File: config.mk
export PLATFORM = sky130hd
export DESIGN_NAME = spart_rx_framer
export DESIGN_NICKNAME = d
export VERILOG_FILES = /design/src/rtl/spart_rx_framer.sv
export SDC_FILE = /design/constraint.sdc
export NUM_CORES = 1
export LEC_CHECK = 0
export ABC_AREA = 1
export CAP_MARGIN = 20
export CORE_AREA = 2 2 104 106
export DETAILED_ROUTE_END_ITERATION = 6
export DIE_AREA = 0 0 106 108
export GPL_ROUTABILITY_DRIVEN = 0
export GPL_TIMING_DRIVEN = 0
export PLACE_DENSITY = 0.58
export SLEW_MARGIN = 40
export SYNTH_ARGS = -nofsm -noshare
export SYNTH_HDL_FRONTEND = slang
export SYNTH_SLANG_ARGS = --single-unit
File: constraint.sdc
create_clock -name sys_clk -period 1.61 [get_ports sys_clk]
set_input_delay 0.322 -clock sys_clk [delete_from_list [all_inputs] [get_ports sys_clk]]
set_output_delay 0.322 -clock sys_clk [all_outputs]
set_load 0.01 [all_outputs]
File: src/rtl/spart_rx_framer.sv
// spart_rx_framer: 8N1 serial receiver that groups every three accepted bytes
// into one 24-bit message. Byte 0 lands in rx_data[7:0], byte 2 in [23:16].
// A partial message that sits idle for TIMEOUT_BITS bit times is thrown away.
//
// Handshake: there is no flow control. interrupt_board, frame_err and
// timeout_err are single-cycle strobes, never more than one per cycle.
// rx_data is valid from the interrupt_board cycle until the next one.
module spart_rx_framer #(
  parameter int BAUD_DIV     = 434,
  parameter int TIMEOUT_BITS = 20
) (
  input  logic        sys_clk,
  input  logic        rst,
  input  logic        rxd,
  output logic [23:0] rx_data,
  output logic        interrupt_board,
  output logic        frame_err,
  output logic        timeout_err,
  output logic        busy
);

  localparam int BAUD_W = $clog2(BAUD_DIV);
  localparam int TO_W   = $clog2(TIMEOUT_BITS * BAUD_DIV);

  localparam logic [BAUD_W-1:0] HALF_PT = BAUD_W'(BAUD_DIV / 2 - 1);
  localparam logic [BAUD_W-1:0] FULL_PT = BAUD_W'(BAUD_DIV - 1);
  localparam logic [TO_W-1:0]   TO_PT   = TO_W'(TIMEOUT_BITS * BAUD_DIV - 1);

  typedef enum logic [2:0] {
    IDLE  = 3'd0,
    START = 3'd1,
    DATA  = 3'd2,
    STOP  = 3'd3,
    BREAK = 3'd4
  } state_t;

  // Line synchronizer and edge-detect state
  logic              meta_q, meta_d;
  logic              rxd_s_q, rxd_s_d;
  logic              rxd_prev_q, rxd_prev_d;
  logic [1:0]        sync_vld_q, sync_vld_d;
  logic              seen_high_q, seen_high_d;
  logic              fall;

  // Receiver FSM and datapath state
  state_t            state_q, state_d;
  logic [BAUD_W-1:0] baud_q, baud_d;
  logic [2:0]        bit_q, bit_d;
  logic [7:0]        shift_q, shift_d;
  logic [1:0]        byte_cnt_q, byte_cnt_d;
  logic [7:0]        byte0_q, byte0_d;
  logic [7:0]        byte1_q, byte1_d;
  logic [TO_W-1:0]   to_q, to_d;
  logic [23:0]       rx_data_q, rx_data_d;
  logic              irq_q, irq_d;
  logic              ferr_q, ferr_d;
  logic              terr_q, terr_d;

  // Synchronizer pipeline; sync_vld marks when rxd_s carries a real line
  // sample (not the reset value), so start detection only arms after a
  // genuine high has been seen following reset.
  always_comb begin
    meta_d      = rxd;
    rxd_s_d     = meta_q;
    rxd_prev_d  = rxd_s_q;
    sync_vld_d  = {sync_vld_q[0], 1'b1};
    seen_high_d = seen_high_q | (sync_vld_q[1] & rxd_s_q);
    fall        = seen_high_q & rxd_prev_q & ~rxd_s_q;
  end

  // Next-state, bit sampling, message assembly and inter-byte timeout
  always_comb begin
    state_d    = state_q;
    baud_d     = baud_q;
    bit_d      = bit_q;
    shift_d    = shift_q;
    byte_cnt_d = byte_cnt_q;
    byte0_d    = byte0_q;
    byte1_d    = byte1_q;
    to_d       = to_q;
    rx_data_d  = rx_data_q;
    irq_d      = 1'b0;
    ferr_d     = 1'b0;
    terr_d     = 1'b0;

    unique case (state_q)
      IDLE: begin
        // Timeout is evaluated first so a start edge on the terminal cycle
        // still discards the old partial message and begins a fresh one.
        if (byte_cnt_q != 2'd0) begin
          if (to_q == TO_PT) begin
            terr_d     = 1'b1;
            byte_cnt_d = 2'd0;
            to_d       = '0;
          end else begin
            to_d = to_q + 1'b1;
          end
        end
        if (fall) begin
          state_d = START;
          baud_d  = '0;
          to_d    = '0;
        end
      end

      START: begin
        if (baud_q == HALF_PT) begin
          baud_d = '0;
          bit_d  = 3'd0;
          // A line back high at mid start bit is a glitch: drop it quietly.
          state_d = rxd_s_q ? IDLE : DATA;
        end else begin
          baud_d = baud_q + 1'b1;
        end
      end

      DATA: begin
        if (baud_q == FULL_PT) begin
          baud_d  = '0;
          shift_d = {rxd_s_q, shift_q[7:1]};
          if (bit_q == 3'd7) begin
            state_d = STOP;
          end else begin
            bit_d = bit_q + 1'b1;
          end
        end else begin
          baud_d = baud_q + 1'b1;
        end
      end

      STOP: begin
        if (baud_q == FULL_PT) begin
          baud_d = '0;
          if (rxd_s_q) begin
            state_d = IDLE;
            to_d    = '0;
            unique case (byte_cnt_q)
              2'd0: begin
                byte0_d    = shift_q;
                byte_cnt_d = 2'd1;
              end
              2'd1: begin
                byte1_d    = shift_q;
                byte_cnt_d = 2'd2;
              end
              default: begin
                rx_data_d  = {shift_q, byte1_q, byte0_q};
                irq_d      = 1'b1;
                byte_cnt_d = 2'd0;
              end
            endcase
          end else begin
            ferr_d     = 1'b1;
            byte_cnt_d = 2'd0;
            state_d    = BREAK;
          end
        end else begin
          baud_d = baud_q + 1'b1;
        end
      end

      BREAK: begin
        // Line held low after a bad stop bit: wait for idle before rearming.
        if (rxd_s_q) begin
          state_d = IDLE;
        end
      end

      default: begin
        state_d = IDLE;
      end
    endcase
  end

  // State registers with synchronous reset
  always_ff @(posedge sys_clk) begin
    if (rst) begin
      meta_q      <= 1'b1;
      rxd_s_q     <= 1'b1;
      rxd_prev_q  <= 1'b1;
      sync_vld_q  <= 2'b00;
      seen_high_q <= 1'b0;
      state_q     <= IDLE;
      baud_q      <= '0;
      bit_q       <= 3'd0;
      shift_q     <= 8'h00;
      byte_cnt_q  <= 2'd0;
      byte0_q     <= 8'h00;
      byte1_q     <= 8'h00;
      to_q        <= '0;
      rx_data_q   <= 24'h000000;
      irq_q       <= 1'b0;
      ferr_q      <= 1'b0;
      terr_q      <= 1'b0;
    end else begin
      meta_q      <= meta_d;
      rxd_s_q     <= rxd_s_d;
      rxd_prev_q  <= rxd_prev_d;
      sync_vld_q  <= sync_vld_d;
      seen_high_q <= seen_high_d;
      state_q     <= state_d;
      baud_q      <= baud_d;
      bit_q       <= bit_d;
      shift_q     <= shift_d;
      byte_cnt_q  <= byte_cnt_d;
      byte0_q     <= byte0_d;
      byte1_q     <= byte1_d;
      to_q        <= to_d;
      rx_data_q   <= rx_data_d;
      irq_q       <= irq_d;
      ferr_q      <= ferr_d;
      terr_q      <= terr_d;
    end
  end

  assign rx_data         = rx_data_q;
  assign interrupt_board = irq_q;
  assign frame_err       = ferr_q;
  assign timeout_err     = terr_q;
  assign busy            = (state_q != IDLE) || (byte_cnt_q != 2'd0);

endmodule

* Yosys cells after proc, flatten, opt, wreduce, memory -nomap -nowiden
Index checks and enable logic that the tools add are counted.
Storage, ports and cells: register bits 88, logic and storage cells 106
Cells by class: add/sub/neg operators 3, equality and inequality tests 20, multiplexer cells 33, bitwise operators 10, reductions and logical operators 22
Operator list (count):
- $mux 14 | 5
- $mux 3 | 10
- $pmux 14 s2 | 1
- $mux 9 | 3
- $pmux 9 s3 | 1
- $reduce_and 4->1 | 6
- $ne 2x2->1 const B | 10
- $pmux 3 s5 | 1
- $add 14x1->14 const B | 1
- $eq 14x14->1 const B | 1
- $mux 2 | 5
- $add 9x1->9 const B | 1
- $eq 9x8->1 const B | 1
- $eq 9x9->1 const B | 1
- $pmux 2 s2 | 2
- $eq 3x2->1 const B | 2
- $eq 3x3->1 const B | 2
- $not 1->1 | 6
- $pmux 3 s2 | 1
- $reduce_and 6->1 | 1
- $reduce_bool 2->1 | 3
- $reduce_bool 3->1 | 2
- $reduce_or 3->1 | 2
- $mux 1 | 4
- other kinds (12) | 16

* Depth between registers and ports, before layout
word-level depth 5, depth in mapped cells 12, mapped depth without buffers 12

* Worst setup path before layout
No wires, ideal clock.
path kind flip-flop to flip-flop, start reg baud_q[1], end reg rx_data_q[10], in the netlist rx_data[10], library setup time 132 ps, arrival time 1411 ps, required time 1478 ps, path slack 67 ps, stages on the path, launching flop included 10, buffers on the path 2, clock period less this slack 1543 ps, cells stage by stage dfxtp_1 -> inv_1 -> ha_1 -> nand2_1 -> nor2_2 -> nand3_4 -> buf_2 -> buf_6 -> o21ai_0 -> a21oi_1
On the way: cells in the longest elaborated chain, start to end 2
Ends and longest elaborated chain:
- start, declared | line 47 | logic [BAUD_W-1:0] baud_q, baud_d;
- start signal, assigned | line 202 | baud_q <= baud_d;
- $eq 9x9->1 | line 132 | if (baud_q == FULL_PT) begin
- $reduce_and 4->1 (no line)
- end signal, assigned | line 209 | rx_data_q <= rx_data_d;
- end, declared | line 54 | logic [23:0] rx_data_q, rx_data_d;
No other way between the ends. A chain may end at the register's enable or synchronous reset.

* Final worst setup path
start reg baud_q[1], end reg byte1_q[7]
On the way: cells in the longest elaborated chain, start to end 2
Ends and longest elaborated chain:
- $eq 9x9->1 | line 132
- $reduce_and 4->1 (no line)
- end signal, assigned | line 207 | byte1_q <= byte1_d;
- end, declared | line 52 | logic [7:0] byte1_q, byte1_d;
No other way between the ends.

==> impl_summary.md <==
Floorplanning
The total core area is 10230 um^2. For this design the top-level I/O count stands at 31. The die is 108 um tall.

The die boundary width is 106 um. The number of rows created at floorplan is 37. The area of the die is 11450 um^2. The starting density of the core is 0.3949.

STA
The final worst slack is -0.06062 ns. The number of hold-slack violations in the final timing report came to 0. The final clock period utilization by the worst path is 1.038. The final-report max-slew violation count was 0. At the pin with the least slew margin, the transition time is 0.7402 ns.

The largest clock skew in the final design is 0.01222 ns. After layout, the minimum clock period comes to 1.671 ns. Setup repair after global routing could not meet its margin everywhere. Setup violations remaining at the end of the flow were counted as 12. The top achievable clock speed is 598.6 MHz. In this run the tightest slew margin relative to its limit is 0.5065.

Synthesis
After synthesis, the netlist uses 33 different library cells. The mapped netlist covers 4040 um^2. The portion of synthesized cell area occupied by the leading cell type is 0.4360. The number of instances in the synthesized netlist is 562. The net count after synthesis is 571. The number of enable-type register cells in the synthesized netlist is 0. Counting instances in the post-synthesis netlist gives the leading cell types as sky130_fd_sc_hd__nand2_1, sky130_fd_sc_hd__nor2_1, sky130_fd_sc_hd__dfxtp_1. The number of storage elements in the synthesis netlist is 88. The share of async-settable or async-resettable flops after synthesis is 0.

The average footprint of a synthesized cell is 7.189 um^2. Of all cell types, the one taking the most synthesized area is sky130_fd_sc_hd__dfxtp_1. The number of synthesis warnings is 0.

Sorting the synthesized cells by area gives the leading types as sky130_fd_sc_hd__dfxtp_1, sky130_fd_sc_hd__nand2_1, sky130_fd_sc_hd__nor2_1, sky130_fd_sc_hd__inv_1, sky130_fd_sc_hd__a21oi_1. The sequential cell area fraction in the yosys report is 0.4360. The predominant post-synthesis flop cell is sky130_fd_sc_hd__dfxtp_1.

In the post-synthesis netlist, the cell with the most instances is sky130_fd_sc_hd__nand2_1.

Placed design
The worst setup slack before clock tree synthesis is -0.4594 ns. The number of input and output port buffers inserted is 30. The HPWL reported at the end of detailed placement is 6927 um. The total cell area at the placement stage is 4511 um^2.

Layout
The sequential standard cell area is 1784 um^2. Measured on the finished design, the core utilization comes to 0.5375. 0 antenna diodes ended up in the layout. Once layout is done, the placed cells without fillers occupy 5499 um^2. The area used by multi-input combinational logic is 2221 um^2. The final layout net count is 648.

The number of fillers in the final layout is 969. In the final layout, the share of cells above drive strength 1 is 0.2888. The area added between synthesis and finish is 36.11%.

Global routing
The largest net degree at the start of global routing is 16. The initial antenna violation count was 0. For this run, the total global-route usage over all layers was measured as 0.1939. Summed over all layers, the global routing overflow is 0. The number of global-route vias before repair came to 3794. The first global-routing pass estimated 17650 um of wire.

Power
The peak ir drop on the vdd network is 0.0006157 V. The overall power is 0.005665 W. The power density normalized to cell area is 1030 nW/um^2. The analysis attributes to cell leakage a power of 2.289 nW.

Route
Dividing the detail-routed via count by the number of cells gives 4.871. The number of routed nets with antenna violations is 0. After the first detailed-routing iteration, the DRC count stood at 135. The first-pass iteration count of the detailed router is 4. The total wirelength of the detailed-routed design is 10720 um. After detailed routing, the average wire length per cell comes to 13.75 um. The number of remaining DRC errors is 0. Summing over every cut layer, the via total after detailed routing is 3799.

Setup path
The class of the most critical setup path is flip-flop to flip-flop. The category of the worst setup path launch point is a flip-flop. The worst setup slack for register-to-register paths is -0.06 ns. The critical path capture point is byte1_q[7].

STA puts the critical path data arrival time at 1.96 ns. The depth of the most critical reg-to-reg path is 11. The worst register-to-register path begins at baud_q[1]. The endpoint identified for the worst register-to-register timing path is byte1_q[7]. The maximum fanout count along the critical path is 5. STA puts the critical path data required time at 1.90 ns. The worst setup path is captured at a flip-flop.

The startpoint of the most critical setup path is baud_q[1].

Clocking
For this design, the sink count on the clock tree is 88. The cell sitting at the root of the clock tree is a sky130_fd_sc_hd__clkbuf_8. The H-tree depth reported by CTS is 3. The clock transition at the register clock pins on the worst setup and hold paths after CTS is 0.09 ns. TritonCTS built the clock tree. Buffers inserted to repair hold after CTS numbered 0. The maximum root-to-sink buffer count is 2. TritonCTS created 9 clock buffers.

The clock latency of the later-clocked register in the worst-skew pair is 0.36 ns.

Hold path
The class of the most critical hold timing path is flip-flop to flip-flop.

Outcome
The flow ran to the end, but the final reports show violations. The final reports fail on setup timing.

Job
The tool flagged a number of max-cap violations equal to 0.
-- where the power goes --
part	switching [W]	internal [W]	leakage [nW]	total (W)
clock network	0.000822	0.000567	0.0831	0.00139
registers	0.0000720	0.00226	0.716	0.00233
logic	0.00123	0.000722	1.49	0.00195
total	0.00212	0.00355	2.29	0.00567
-- routing by layer --
| layer | global-route usage | wire length [um] | part of all wire |
|---|---|---|---|
| met4 | 0.08177 | 199 | 0.019 |
| met5 | 0 | 0 | 0 |
| met2 | 0.3498 | 5446 | 0.51 |
| met3 | 0.03195 | 212 | 0.020 |
| met1 | 0.2288 | 4865 | 0.45 |
-- critical path: stages (launching register included) --
cell and delay, ns:
sky130_fd_sc_hd__dfxtp_2 0.35, sky130_fd_sc_hd__inv_4 0.06, sky130_fd_sc_hd__ha_4 0.15, sky130_fd_sc_hd__nand2_4 0.05, sky130_fd_sc_hd__nor2_4 0.11, sky130_fd_sc_hd__nand3_4 0.13
sky130_fd_sc_hd__buf_12 0.16, sky130_fd_sc_hd__nor2_4 0.12, sky130_fd_sc_hd__buf_12 0.14, sky130_fd_sc_hd__buf_8 0.12, sky130_fd_sc_hd__nor2_4 0.03, sky130_fd_sc_hd__a211oi_2 0.17
-- registers in the layout, summed over array words and instances, names as in the netlist, 2 cells and up --
register	count
shift_q	8
state_q	3
byte_cnt_q	2
bit_q	3
sync_vld_q	2
rx_data	24
byte1_q	8
to_q	14
baud_q	9
byte0_q	8
-- cells by family (layout without fill, tap and decap cells) --
logic type | after synthesis | count (layout) | share of synthesized area
simple gates | 273 | 273 | 0.2880
compound gates | 100 | 100 | 0.1527
buf+inv | 93 | 175 | 0.1003
xor+xnor | 2 | 2 | 0.004336
fa+ha+maj | 6 | 6 | 0.01858
flops | 88 | 88 | 0.4360
-- metrics by stage --
| step | std cells | hold slack, ns | setup TNS [ns] |
|---|---|---|---|
| 5_1_grt | 780 | 0.4387 | -2.241 |
| 4_1_cts | 770 | 0.4168 | -0.4313 |
| 3_5_place_dp | 728 | 0.3941 | -17.95 |
| 3_3_place_gp | 728 | 0.4002 | -17.61 |
| 2_1_floorplan | 562 | 0.3883 | 0 |
| 6_report | 780 | 0.4139 | -0.3180 |
-- how the worst min path moves through the flow --
stage	start	endpoint	slack (ns)	depth (start not counted)
floorplan	sync_vld_q[0]	sync_vld_q[1]	0.39	2
global placement	meta_q	rxd_prev_d	0.40	1
detailed placement	sync_vld_q[0]	sync_vld_q[1]	0.39	2
CTS	sync_vld_q[0]	sync_vld_q[1]	0.42	2
global route	meta_q	rxd_prev_d	0.44	1
finish	meta_q	rxd_prev_d	0.41	1
-- repair_timing --
action,4_1_cts,5_1_grt
gates cloned,7,1
gates resized for setup,60,114
setup endpoints to repair,73,85
setup buffers,19,9
pin swaps,10,25
-- cell usage in the layout, fill, tap and decap left out, types with 19 or more instances in the layout --
cell / synthesis / layout
sky130_fd_sc_hd__nor2_2: 2 / 21
sky130_fd_sc_hd__a21oi_1: 39 / 34
sky130_fd_sc_hd__clkdlybuf4s50_1: 0 / 19
sky130_fd_sc_hd__nand2_1: 122 / 105
sky130_fd_sc_hd__nand3_1: 31 / 25
sky130_fd_sc_hd__nor2_1: 96 / 70
sky130_fd_sc_hd__a211oi_2: 10 / 21
sky130_fd_sc_hd__o21ai_0: 29 / 21
sky130_fd_sc_hd__dfxtp_1: 88 / 78
sky130_fd_sc_hd__inv_1: 65 / 60
sky130_fd_sc_hd__buf_6: 5 / 20
-- area by class of cell --
cell class              count  area share
inverters                  73     0.05256
well taps                 136     0.03094
clock inverters             6    0.007736
multi-input cells         381      0.4039
flip-flops and latches     88      0.3245
repair inverters            1    0.001138
plain buffers              20     0.02981
clock buffers              10     0.02321
repair buffers             65      0.1263
Note: power is estimated with default switching activity, not from simulation.
